**config.mk**
```make
export PLATFORM = sky130hd
export DESIGN_NAME = cdc_handshake_tx
export DESIGN_NICKNAME = d
export VERILOG_FILES = /design/src/rtl/cdc_pkg.sv /design/src/rtl/ack_sync2.sv /design/src/rtl/cdc_handshake_tx.sv
export SDC_FILE = /design/constraint.sdc
export NUM_CORES = 1
export LEC_CHECK = 0
export BUFFER_PORTS_ARGS = -buffer_cell sky130_fd_sc_hd__buf_2
export CORE_AREA = 2 2 39 41
export CTS_CLUSTER_DIAMETER = 30
export DETAILED_ROUTE_END_ITERATION = 7
export DIE_AREA = 0 0 41 43
export PLACE_DENSITY = 0.74
export SYNTH_ARGS = -nofsm -noshare
export SYNTH_HDL_FRONTEND = slang
export SYNTH_SLANG_ARGS = --single-unit
```
**constraint.sdc**
```tcl
create_clock -name clk -period 1.87 [get_ports clk]
set_input_delay 0.2805 -clock clk [delete_from_list [all_inputs] [get_ports clk]]
set_output_delay 0.2805 -clock clk [all_outputs]
set_load 0.05 [all_outputs]
```
**src/rtl/cdc_pkg.sv**
```systemverilog
// Shared state type, default word width and helpers for the CDC handshake transmitter.
package cdc_pkg;

  localparam int CDC_DEFAULT_WIDTH = 8;

  typedef enum logic [1:0] {
    IDLE        = 2'd0,
    WAIT_ACK_HI = 2'd1,
    WAIT_ACK_LO = 2'd2,
    RECOVER     = 2'd3
  } cdc_tx_state_t;

  // True while a handshake phase is outstanding and the phase timer should run.
  function automatic logic is_wait_state(input cdc_tx_state_t s);
    return (s == WAIT_ACK_HI) || (s == WAIT_ACK_LO);
  endfunction

endpackage

```
**src/rtl/ack_sync2.sv**
```systemverilog
// Two-flop synchronizer bringing the destination acknowledge into the clk domain.
module ack_sync2
  import cdc_pkg::*;
(
  input  logic clk,
  input  logic n_rst,
  input  logic async_in,
  output logic sync_out
);

  logic meta;

  always_ff @(posedge clk or negedge n_rst) begin
    if (!n_rst) begin
      meta     <= 1'b0;
      sync_out <= 1'b0;
    end else begin
      meta     <= async_in;
      sync_out <= meta;
    end
  end

endmodule

```
**src/rtl/cdc_handshake_tx.sv**
```systemverilog
// Source side of a 4-phase req/ack clock-domain-crossing handshake.
// Define CDC_TX_TIMEOUT_EN to add the per-phase timeout and the RECOVER state.
module cdc_handshake_tx
  import cdc_pkg::*;
#(
  parameter int DATA_WIDTH     = CDC_DEFAULT_WIDTH,
  parameter int TIMEOUT_CYCLES = 255
) (
  input  logic                  clk,
  input  logic                  n_rst,
  input  logic                  send_valid,
  input  logic [DATA_WIDTH-1:0] data_in,
  input  logic                  ack_async,
  output logic                  ready,
  output logic                  req_out,
  output logic [DATA_WIDTH-1:0] data_out,
  output logic                  done,
  output logic                  timeout_err
);

  cdc_tx_state_t state, state_next;
  logic          ack_s;
  logic          req_d;
  logic          done_d;
  logic          load;

  ack_sync2 u_ack_sync (
    .clk      (clk),
    .n_rst    (n_rst),
    .async_in (ack_async),
    .sync_out (ack_s)
  );

`ifdef CDC_TX_TIMEOUT_EN
  localparam int CNT_W = (TIMEOUT_CYCLES > 1) ? $clog2(TIMEOUT_CYCLES) : 1;

  logic [CNT_W-1:0] phase_cnt;
  logic             phase_expired;
  logic             tmo_d;

  assign phase_expired = (phase_cnt == CNT_W'(TIMEOUT_CYCLES - 1));

  // Phase timer restarts on every state change so each phase gets its own budget.
  always_ff @(posedge clk or negedge n_rst) begin
    if (!n_rst) begin
      phase_cnt <= '0;
    end else if ((state_next != state) || !is_wait_state(state)) begin
      phase_cnt <= '0;
    end else begin
      phase_cnt <= phase_cnt + 1'b1;
    end
  end

  always_ff @(posedge clk or negedge n_rst) begin
    if (!n_rst) begin
      timeout_err <= 1'b0;
    end else begin
      timeout_err <= tmo_d;
    end
  end
`else
  assign timeout_err = 1'b0;
`endif

  // Blocking sends during the done cycle keeps a new request from starting
  // before the caller has seen the previous completion.
  assign ready = (state == IDLE) && !done;

  always_comb begin
    state_next = state;
    req_d      = req_out;
    done_d     = 1'b0;
    load       = 1'b0;
`ifdef CDC_TX_TIMEOUT_EN
    tmo_d      = 1'b0;
`endif
    case (state)
      IDLE: begin
        req_d = 1'b0;
        if (send_valid && !done) begin
          load       = 1'b1;
          req_d      = 1'b1;
          state_next = WAIT_ACK_HI;
        end
      end
      WAIT_ACK_HI: begin
`ifdef CDC_TX_TIMEOUT_EN
        if (phase_expired) begin
          req_d      = 1'b0;
          tmo_d      = 1'b1;
          state_next = RECOVER;
        end else
`endif
        if (ack_s) begin
          req_d      = 1'b0;
          state_next = WAIT_ACK_LO;
        end
      end
      WAIT_ACK_LO: begin
        req_d = 1'b0;
`ifdef CDC_TX_TIMEOUT_EN
        if (phase_expired) begin
          tmo_d      = 1'b1;
          state_next = RECOVER;
        end else
`endif
        if (!ack_s) begin
          done_d     = 1'b1;
          state_next = IDLE;
        end
      end
      RECOVER: begin
        req_d = 1'b0;
`ifdef CDC_TX_TIMEOUT_EN
        if (!ack_s) begin
          state_next = IDLE;
        end
`else
        state_next = IDLE;
`endif
      end
      default: begin
        req_d      = 1'b0;
        state_next = IDLE;
      end
    endcase
  end

  always_ff @(posedge clk or negedge n_rst) begin
    if (!n_rst) begin
      state    <= IDLE;
      req_out  <= 1'b0;
      data_out <= '0;
      done     <= 1'b0;
    end else begin
      state   <= state_next;
      req_out <= req_d;
      done    <= done_d;
      if (load) begin
        data_out <= data_in;
      end
    end
  end

endmodule

```
# ---- Yosys cells after proc, flatten, opt, wreduce, memory -nomap -nowiden
# Cells that the tools add are included.
dict set report totals {
  reg_bits 14
  latch_bits 0
  ram_bits 0
  romBits 0
  inputBits 12
  out_inout_bits 12
  n_memories 0
}
dict set report op_classes {
  add_sub_neg 0
  mul 0
  div 0
  magnitude_cmp 0
  n_eq_ne 6
  shift 0
  n_mux 10
  bitwise_logic 0
  reduce_logical 6
}
# cell count
set ops {}
lappend ops {{2-bit case mux with 4 select lines} 1}
lappend ops {{2-bit two-way mux} 3}
lappend ops {{1-bit two-way mux} 5}
lappend ops {{2-bit equality test, second input constant} 2}
lappend ops {{2-bit by 1-bit != test with 1-bit output, second input constant} 2}
lappend ops {{1-bit case mux with 3 select lines} 1}
lappend ops {{3-bit AND reduction} 1}
lappend ops {{2-bit by 1-bit equality test with 1-bit output, second input constant} 1}
lappend ops {{1-bit logical AND} 2}
lappend ops {{2-bit logical NOT} 1}
lappend ops {{2-bit != test, second input constant} 1}
lappend ops {{2-bit OR reduction} 1}
lappend ops {{1-bit logical NOT} 1}

# ---- Logic depth before layout (Yosys ltp)
# Gate-level depths: netlist (run 1).
dict set report depth {
  depth_word 4
  depth_mapped 3
  ltp_nobuf 2
}

# ---- Modules after synthesis
# From an unflattened synthesis (run 1), not the netlist that was laid out.
dict set report unflattened {
  cells_unflattened 35
  area_unflattened_um2 548.0
}
# mod instances cells_each area_each_um2 seq_area_each_um2
set modules_own_cells {}
lappend modules_own_cells {cdc_handshake_tx 1 33 498.0 300.3}
lappend modules_own_cells {ack_sync2 1 2 50.0 50.0}

# ---- Worst setup path before layout (run 1)
# No wires, ideal clock.
dict set report synth_path {
  kind {reg-to-output}
  from {reg done}
  to {out ready}
  arrival_ns 1.713
  slack_ns -0.124
  stages_incl_launch_ff 2
  n_path_buf 0
  cell_sequence {dfrtp_1 nor3_1}
}
dict set report synth_between {
  elab_chain_cells 2
}
# element line
set synth_rtl {}
lappend synth_rtl {{from (decl)} cdc_handshake_tx.sv:17} ;# output logic done,
lappend synth_rtl {{from (signal assigned)} cdc_handshake_tx.sv:138} ;# done <= done_d;
lappend synth_rtl {{1-bit logical NOT} cdc_handshake_tx.sv:67} ;# assign ready = (state == IDLE) && !done;
lappend synth_rtl {{1-bit logical AND} cdc_handshake_tx.sv:67}
lappend synth_rtl {{to (decl)} cdc_handshake_tx.sv:14} ;# output logic ready,
# Every way passes these cells.

# ---- Final worst setup path (run 1)
dict set report layout_path {
  from {reg state[1]}
  to {reg data_out[5]}
}
dict set report layout_between {
  elab_chain_cells 2
}
# element line
set layout_rtl {}
lappend layout_rtl {{from (decl)} cdc_handshake_tx.sv:21} ;# cdc_tx_state_t state, state_next;
lappend layout_rtl {{from (signal assigned)} cdc_handshake_tx.sv:136} ;# state <= state_next;
lappend layout_rtl {{2-bit logical NOT} cdc_handshake_tx.sv:77} ;# case (state)
lappend layout_rtl {{1-bit two-way mux} cdc_handshake_tx.sv:77}
lappend layout_rtl {{to (signal assigned)} cdc_handshake_tx.sv:140} ;# data_out <= data_in;
lappend layout_rtl {{to (decl)} cdc_handshake_tx.sv:16} ;# output logic [DATA_WIDTH-1:0] data_out,
# Every way passes these cells.
# A chain may end at the register's enable or synchronous reset.

==> key figures, run 1 <==
Flow run
  • Max_cap viols: 0

Critical path
  • Slowest stage cell, crit path: nor4b_4
  • Reg2Reg Depth: 2
  • Delay-heaviest family, CP: simple AND/OR/NAND/NOR gates
  • CP Capture Type: register
  • Worst Setup SP: state[1]
  • Critical Setup Path Class: register to register
  • Worst EP required: 2030 ps
  • Worst path cell trace: nor4b_4, mux2_2
  • Worst Setup Start Kind: register
  • R2R Setup Slk: 290 ps
  • Critical Path AT: 1740 ps
  • Reg2reg end: data_out[5]
  • WP depth: 2
  • Critical Path Max Stage Delay: 600 ps
  • Worst R2R Start: state[1]
  • Crit path buf inv count: 0
  • Worst-path maximum fanout: 8

Logic synthesis
  • Mapped Cells: 35
  • Synthesized flop and latch total: 14
  • Multiplexer share of the synthesized area: 16.44%
  • Syn_nets: 47
  • Synth unique cells: 14
  • Post-synthesis compound-gate area fraction: 1.826%
  • Synthesized area: 548.0 µm²
  • Main combinational cell family by area after synthesis: multiplexers
  • Syn. warnings: 0
  • Synthesized area per cell: 15.66 µm²
  • Post-synthesis sequential area ratio: 63.93%
  • Post-Synth XOR/XNOR Area: 1.598%
  • Post-synthesis simple-gate area fraction: 12.10%
  • Synth Area in Adders: 0%

Floorplan
  • Core area: 1384 µm²
  • Io pins: 24
  • Row count: 14
  • DIE AREA: 1763 µm²
  • Die H: 43 µm
  • Die X: 41 µm
  • Initial core utilization: 39.60%

Timing
  • Setup TNS Final: 0 ps
  • Slew @ Worst Pin: 579.7 ps
  • Hold Vio Cnt, Final: 0
  • Tcrit/Tclk final: 84.69%
  • Skew final: 6.277 ps
  • RSZ-0062 raised after global routing: no
  • Endpoints failing setup: 0
  • Slew Viols, Final: 0
  • Tmin final: 1584 ps
  • Slew headroom: 61.19%
  • Max Clk Rate: 631.5 MHz

Detailed routing
  • Drt drc: 0
  • Total wire length: 845 µm
  • Total number of vias: 352
  • Per-cell routed wire length: 11.12 µm
  • ANT nets after route: 0
  • DR vias/cell: 4.632
  • DR pass1 iterations: 3
  • Initial DRC count: 2

Clocking
  • CTS max path bufs: 2
  • Clk sink count: 14
  • Clk pin slew, worst setup/hold paths: 80 ps
  • TritonCTS clock tree: built
  • Clk Tree Root Cell: clkbuf_4
  • H-tree levels: 1
  • Worst-Skew Late Latency: 270 ps
  • Cts bufs inserted: 3
  • Postcts setup bufs: 0

Layout
  • Area of the multi-input gates: 183.9 µm²
  • Register area: 350.3 µm²
  • Area growth syn-to-layout: 29.68%
  • FILL cells: 124
  • Diodes inserted: 0
  • Final nets: 73
  • Most common cell after layout, fill and taps aside: buf_2
  • Most frequent cells in the layout: buf_2 (22), dfrtp_1 (14), mux2_2 (8)
  • Layout cells sized above 1: 61.67%

Global route
  • Overflow after GRT: 0
  • Initial antenna violation count: 0
  • Largest net degree at the start of global routing: 15
  • Global-route wire length before repair: 1497 µm
  • GRT Overall Usage: 12.85%
  • Vias in the first global route: 371

Place
  • Final estimated routing congestion in global placement: 0.6329
  • IO Port Bufs: 22
  • HPWL Detailed: 636.1 µm

Worst hold path
  • Hold EP: u_ack_sync.meta
  • Hold depth: 1
  • Worst min-delay path class: input port to register
  • Worst Min Path Start: ack_async

Status
  • Status: finished, final reports clean
## cell type report
| type | count | area share [%] |
|---|---|---|
| flip-flops and latches | 14 | 49.30 |
| multi-input cells | 19 | 25.88 |
| repair buffers | 23 | 16.90 |
| clock buffers | 4 | 5.106 |
| well taps | 16 | 2.817 |
## what timing repair did
action / CTS / global route
endpoints found under the hold margin: 14 / 0
setup endpoints to repair: 0 / 0
gates resized for setup: 0 / 0
hold buffers: 1 / 0
## state kept, by name (all words and copies together), names as in the netlist
name	cells
state	2
u_ack_sync.sync_out	1
data_out	8
req_out	1
done	1
u_ack_sync.meta	1
## worst reg2reg max path, stage by stage (launching register included)
cell,delay (ps)
dfrtp_1,470
nor4b_4,600
mux2_2,400
## cell usage after synthesis
cell	count	area, µm²
dfrtp_1	14	350.3
mux2_2	8	90.09
a21oi_1	2	10.01
and2_1	1	6.260
buf_4	1	7.510
buf_6	1	11.26
conb_1	1	3.750
nand3b_1	1	7.510
nor3_1	1	5.000
nor3b_1	1	7.510
nor4b_4	1	23.77
or2b_1	1	7.510
or3b_2	1	8.760
xor2_1	1	8.760
## stage by stage
step / utilization [%] / instance area (µm²) / setup slack (ps) / hold slack (ps) / std cells
floorplan: - / 553.0 / 300.9 / -15.09 / 35
global placement: 48.01 / 664.4 / 320.8 / 186.2 / 71
detailed placement: 48.01 / 664.4 / 270.8 / 184.4 / 71
CTS: 51.36 / 710.7 / 253.3 / 105.3 / 76
global route: 51.36 / 710.7 / 185.0 / 96.75 / 76
finish: 51.36 / 710.7 / 286.3 / 115.3 / 76
## how the worst max path moves through the flow
| stage | endpoint | slack (ps) |
|---|---|---|
| after detailed placement | data_out[5] | 270 |
| final | data_out[5] | 290 |
| after floorplan | data_out[0] | 300 |
| after CTS | data_out[5] | 250 |
| after global placement | data_out[4] | 320 |
| after global routing | data_out[6] | 190 |
## layer usage
metal	global-route usage (%)	up-vias	routed length [µm]
met5	0	-	0
met4	6.000	0	0
met3	4.712	0	65
met2	20.00	15	413
met1	14.93	166	366
li1	-	171	-
## kinds of logic (layout without fill, tap and decap cells)
kind of cell / count (synthesis) / in the layout
DFF: 14 / 14
muxes: 8 / 8
and+or+nand+nor: 7 / 7
AOI/OAI and AO/OA: 2 / 2
buffers and inverters: 2 / 27
other: 1 / 1
xor gates and xnor gates: 1 / 1
Power of run 1 is left out: the tool's default activity adds up to more than one toggle a clock period on the data nets, which glitch-free logic cannot reach.
==> run 2, diff against run 1 <==
--- a/config.mk
+++ b/config.mk
@@ -6,11 +6,11 @@
 export NUM_CORES = 1
 export LEC_CHECK = 0
 export BUFFER_PORTS_ARGS = -buffer_cell sky130_fd_sc_hd__buf_2
-export CORE_AREA = 2 2 39 41
+export CORE_MARGIN = 2
+export CORE_UTILIZATION = 39
 export CTS_CLUSTER_DIAMETER = 30
 export DETAILED_ROUTE_END_ITERATION = 7
-export DIE_AREA = 0 0 41 43
-export PLACE_DENSITY = 0.74
+export PLACE_DENSITY = 0.73
 export SYNTH_ARGS = -nofsm -noshare
 export SYNTH_HDL_FRONTEND = slang
 export SYNTH_SLANG_ARGS = --single-unit
==> constraint.sdc (replaced) <==
create_clock -name clk -period 1.3 [get_ports clk]
set_input_delay 0.195 -clock clk [delete_from_list [all_inputs] [get_ports clk]]
set_output_delay 0.195 -clock clk [all_outputs]
set_load 0.05 [all_outputs]
==> key figures, run 2 (synthesis results as in run 1) <==
Status
  • Status: finished with violations
  • Failing checks: negative setup slack

Critical path
  • Worst EP required: 1110 ps (-920 ps)
  • Critical Path AT: 1190 ps (-550 ps)
  • CP Capture Type: output port
  • Worst Setup Start Kind: register
  • Worst path cell trace: buf_6, nor3_4, buf_6
  • CP dominant cell by count: buf_6
  • Slowest stage cell, crit path: dfrtp_1
  • Worst-path maximum fanout: 2 (-6)
  • Critical Path Max Stage Delay: 420 ps (-180 ps)
  • Critical Setup Path Class: register to output port

Global route
  • Global-route wire length before repair: 1704 µm (+14%)
  • Initial antenna violation count: 0 (unchanged)
  • Vias in the first global route: 376 (+1.3%)
  • Largest net degree at the start of global routing: 15 (unchanged)
  • Overflow after GRT: 0 (unchanged)
  • GRT Overall Usage: 13.14% (+0.30 points)

Floorplan
  • Io pins: 24 (unchanged)
  • Core area: 1301 µm² (-6.0%)
  • Initial core utilization: 42.12% (+2.5 points)
  • Die H: 41.49 µm (-3.5%)
  • DIE AREA: 1721 µm² (-2.4%)
  • Row count: 13 (-1)
  • Die X: 41.49 µm (+1.2%)

Timing
  • Endpoints failing setup: 9 (+9)
  • Skew final: 6.794 ps (+0.5170 ps)
  • Hold Vio Cnt, Final: 0 (unchanged)
  • Tmin final: 1384 ps
  • Slew Viols, Final: 0 (unchanged)
  • RSZ-0062 raised after global routing: yes
  • Hold_ws: 25.69 ps (-89.63 ps)
  • Final WS setup: -83.91 ps (-370.3 ps)
  • Tcrit/Tclk final: 106.5%
  • Max Clk Rate: 722.6 MHz

Detailed routing
  • Total number of vias: 379 (+7.7%)
  • Total wire length: 1036 µm (+23%)
  • Initial DRC count: 4 (+2)
  • Drt drc: 0 (unchanged)
  • DR pass1 iterations: 3 (unchanged)
  • ANT nets after route: 0 (unchanged)
  • DR vias/cell: 4.679 (+1.0%)
  • Per-cell routed wire length: 12.79 µm (+15%)

Layout
  • Diodes inserted: 0 (unchanged)
  • Area of the multi-input gates: 222.7 µm² (+21%)
  • Register area: 351.6 µm² (+0.36%)
  • Layout cells sized above 1: 68.18% (+6.5 points)
  • Biggest register: data_out
  • Max reg flops: 8 (unchanged)
  • Final Cell Area: 815.8 µm² (+15%)
  • Final nets: 79 (+8.2%)
  • Area growth syn-to-layout: 48.86%
  • Most frequent cells in the layout: buf_2 (21), dfrtp_1 (13), mux2_4 (7)
  • Most common cell after layout, fill and taps aside: buf_2
  • FILL cells: 113 (-8.9%)
  • Biggest regs: data_out x8, state x2

Clocking
  • TritonCTS clock tree: built
  • Worst-Skew Late Latency: 280 ps (about the same)
  • H-tree levels: 1 (unchanged)
  • Clk Tree Root Cell: clkbuf_4
  • Cts bufs inserted: 3 (unchanged)
  • CTS max path bufs: 2 (unchanged)
  • Clk sink count: 14 (unchanged)
  • Clk pin slew, worst setup/hold paths: 90 ps (about the same)

Flow run
  • Max_cap viols: 0 (unchanged)

Place
  • HPWL Detailed: 715.4 µm (+12%)
  • Final estimated routing congestion in global placement: 0.6640 (+4.9%)
  • Cell Area, Placed: 701.9 µm² (+5.6%)
  • IO Port Bufs: 22 (unchanged)

Worst hold path
  • Worst min-delay path class: input port to register
run 2: worst max-delay path: cells and delay by family, from the launching register on:
family        cells  cell delay, ps
simple gates      1             180
buf+inv           2             320
flops             1             420
run 2: metrics by stage:
step | setup WS [ps] | util (%) | std cells | setup TNS, ps
2_1_floorplan | -202.4 | - | 35 | -1686
3_3_place_gp | -6.712 | 53.94 | 75 | -34.67
3_5_place_dp | -22.29 | 53.94 | 75 | -148.3
4_1_cts | -78.86 | 62.21 | 81 | -226.1
5_1_grt | -118.7 | 62.69 | 81 | -583.3
6_report | -83.91 | 62.69 | 81 | -253.1
run 2: path summary, 6_finish.rpt:
| kind | start | endpoint | slack (ps) | cells after the start |
|---|---|---|---|---|
| max | state[1] | ready | -80 | 3 |
| min | ack_async | u_ack_sync.meta | 30 | 1 |
| max reg2reg | state[1] | data_out[3] | -50 | 3 |
| min reg2reg | u_ack_sync.meta | u_ack_sync.sync_out | 360 | 0 |
| max in group asynchronous | n_rst | done | 710 | 2 |
| min in group asynchronous | n_rst | req_out | 340 | 2 |
run 2: per-layer routing:
layer	vias to the layer above	track usage [%]	routed length, µm
li1	178	-	-
met1	188	18.70	473
met2	11	18.44	510
met3	2	2.609	43
met4	0	7.742	8
met5	-	0	0
run 2: final cells by class:
| type | instances | area share (%) |
|---|---|---|
| clock buffers | 4 | 4.448 |
| multi-input cells | 19 | 27.30 |
| flip-flops and latches | 14 | 43.10 |
| well taps | 15 | 2.301 |
| repair buffers | 29 | 22.85 |
run 2: repair_timing:
action | CTS | global route
setup endpoints to repair | 9 | 11
endpoints found under the hold margin | 14 | 0
hold buffers | 1 | 0
buffers inserted | 1 | 0
pin swaps | 1 | 1
gates resized for setup | 14 | 2
Power of run 2 is left out for the same reason.
==> run 3, diff against run 2 <==
--- a/config.mk
+++ b/config.mk
@@ -11,6 +11,7 @@
 export CTS_CLUSTER_DIAMETER = 30
 export DETAILED_ROUTE_END_ITERATION = 7
 export PLACE_DENSITY = 0.73
+export SETUP_SLACK_MARGIN = 0.2
 export SYNTH_ARGS = -nofsm -noshare
 export SYNTH_HDL_FRONTEND = slang
 export SYNTH_SLANG_ARGS = --single-unit
==> key figures, run 3 (synthesis results as in run 1) <==
Status
  • Status: finished with violations
  • Failing checks: negative setup slack

Layout
  • FILL cells: 105 (-7.1%)
  • Register area: 351.6 µm² (unchanged)
  • Area of the multi-input gates: 230.2 µm² (+3.4%)
  • Most frequent cells in the layout: dfrtp_1 (13), buf_2 (11), buf_4 (10)
  • Biggest regs: data_out x8, state x2
  • Area growth syn-to-layout: 60.27%
  • Final nets: 82 (+3.8%)
  • Diodes inserted: 0 (unchanged)
  • Most common cell after layout, fill and taps aside: dfrtp_1
  • Layout cells sized above 1: 71.01% (+2.8 points)
  • Biggest register: data_out
  • Max reg flops: 8 (unchanged)

Floorplan
  • Initial core utilization: 42.12% (unchanged)
  • Io pins: 24 (unchanged)
  • Die H: 41.49 µm (unchanged)
  • DIE AREA: 1721 µm² (unchanged)
  • Row count: 13 (unchanged)
  • Core area: 1301 µm² (unchanged)
  • Die X: 41.49 µm (unchanged)

Place
  • HPWL Detailed: 723 µm (+1.1%)
  • IO Port Bufs: 22 (unchanged)
  • Place WS: -35.27 ps (-12.99 ps)
  • Final estimated routing congestion in global placement: 0.7111 (+7.1%)

Worst hold path
  • Worst min-delay path class: input port to register

Critical path
  • Worst Setup Start Kind: register
  • R2R Setup Slk: -80 ps (-30 ps)
  • Critical Path AT: 1540 ps (+350 ps)
  • Worst-path maximum fanout: 8 (+6)
  • Critical Setup Path Class: register to register
  • CP Capture Type: register
  • Worst EP required: 1460 ps (+350 ps)

Timing
  • Skew final: 3.818 ps (-2.976 ps)
  • RSZ-0062 raised after global routing: yes
  • Hold Vio Cnt, Final: 0 (unchanged)
  • Tmin final: 1384 ps (+0.06310 ps)
  • Tcrit/Tclk final: 106.5% (about the same)
  • Final WS setup: -83.97 ps (-0.06310 ps)
  • Endpoints failing setup: 10 (+1)
  • Max Clk Rate: 722.6 MHz (about the same)
  • Slew Viols, Final: 0 (unchanged)

Detailed routing
  • ANT nets after route: 0 (unchanged)
  • Drt drc: 0 (unchanged)
  • Total wire length: 1098 µm (+6.0%)
  • Per-cell routed wire length: 13.07 µm (+2.2%)
  • DR pass1 iterations: 2 (-1)
  • Initial DRC count: 3 (-1)
  • Total number of vias: 397 (+4.7%)
  • DR vias/cell: 4.726 (+1.0%)

Clocking
  • Clk sink count: 14 (unchanged)
  • Clk pin slew, worst setup/hold paths: 80 ps (about the same)
  • CTS max path bufs: 2 (unchanged)
  • TritonCTS clock tree: built
  • Clk Tree Root Cell: clkbuf_4
  • Cts bufs inserted: 3 (unchanged)
  • H-tree levels: 1 (unchanged)
  • Worst-Skew Late Latency: 270 ps (about the same)

Global route
  • Largest net degree at the start of global routing: 15 (unchanged)
  • Initial antenna violation count: 0 (unchanged)
  • Overflow after GRT: 0 (unchanged)
  • GRT Overall Usage: 14.75% (+1.6 points)
  • Vias in the first global route: 428 (+14%)
  • Global-route wire length before repair: 1883 µm (+11%)

Flow run
  • Max_cap viols: 0 (unchanged)
==> run 3: cell count changes in the layout (fill, tap and decap cells not counted) <==
cell / delta
mux2_2: -1
buf_8: +1
clkbuf_4: +4
buf_4: +8
a21oi_2: +1
mux2_4: +1
buf_2: -10
a21oi_1: -1
==> run 3: through the flow <==
stage / instance area (µm²) / utilization (%) / TNS (ps) / hold WS (ps) / cells
6_report: 878.3 / 67.50 / -669.2 / 24.71 / 84
5_1_grt: 878.3 / 67.50 / -1160 / 10.42 / 84
4_1_cts: 844.6 / 64.90 / -467.5 / 16.11 / 83
3_5_place_dp: 701.9 / 53.94 / -224.9 / 100.6 / 75
3_3_place_gp: 701.9 / 53.94 / -22.05 / 99.65 / 75
2_1_floorplan: 554.3 / - / -1686 / -100.6 / 35
==> run 3: final cells by class <==
type | instances | share of cell area (%)
tap | 15 | 2.137
timing repair buffer | 32 | 27.49
clock buffer | 4 | 4.131
multi-input combinational | 19 | 26.21
sequential | 14 | 40.03
==> run 3: final timing paths <==
check / end / cells after the start / from
worst max-delay path: data_out[3] / 4 / state[0]
worst min-delay path: u_ack_sync.meta / 1 / ack_async
worst max register to register: data_out[3] / 4 / state[0]
worst min register to register: u_ack_sync.sync_out / 0 / u_ack_sync.meta
max in group asynchronous: done / 2 / n_rst
min in group asynchronous: u_ack_sync.sync_out / 2 / n_rst
==> run 3: what timing repair did <==
item	CTS	global route
hold buffers	1	0
gates resized for setup	20	15
gates cloned	0	0
buffers inserted	3	1
setup endpoints to repair	12	21
pin swaps	3	1
endpoints found under the hold margin	14	0
==> run 3: worst max-delay path, cell delays in order, from the launching register on <==
cell,delay (ps)
dfrtp_1,410
buf_6,130
nor4b_4,220
buf_6,190
mux2_4,310
==> run 3: layer usage <==
layer | global-route usage [%] | wire length, µm
met1 | 16.29 | 446
met2 | 25.62 | 586
met3 | 6.522 | 66
met4 | 3.871 | 0
met5 | 0 | 0
Power of run 3 is left out for the same reason.
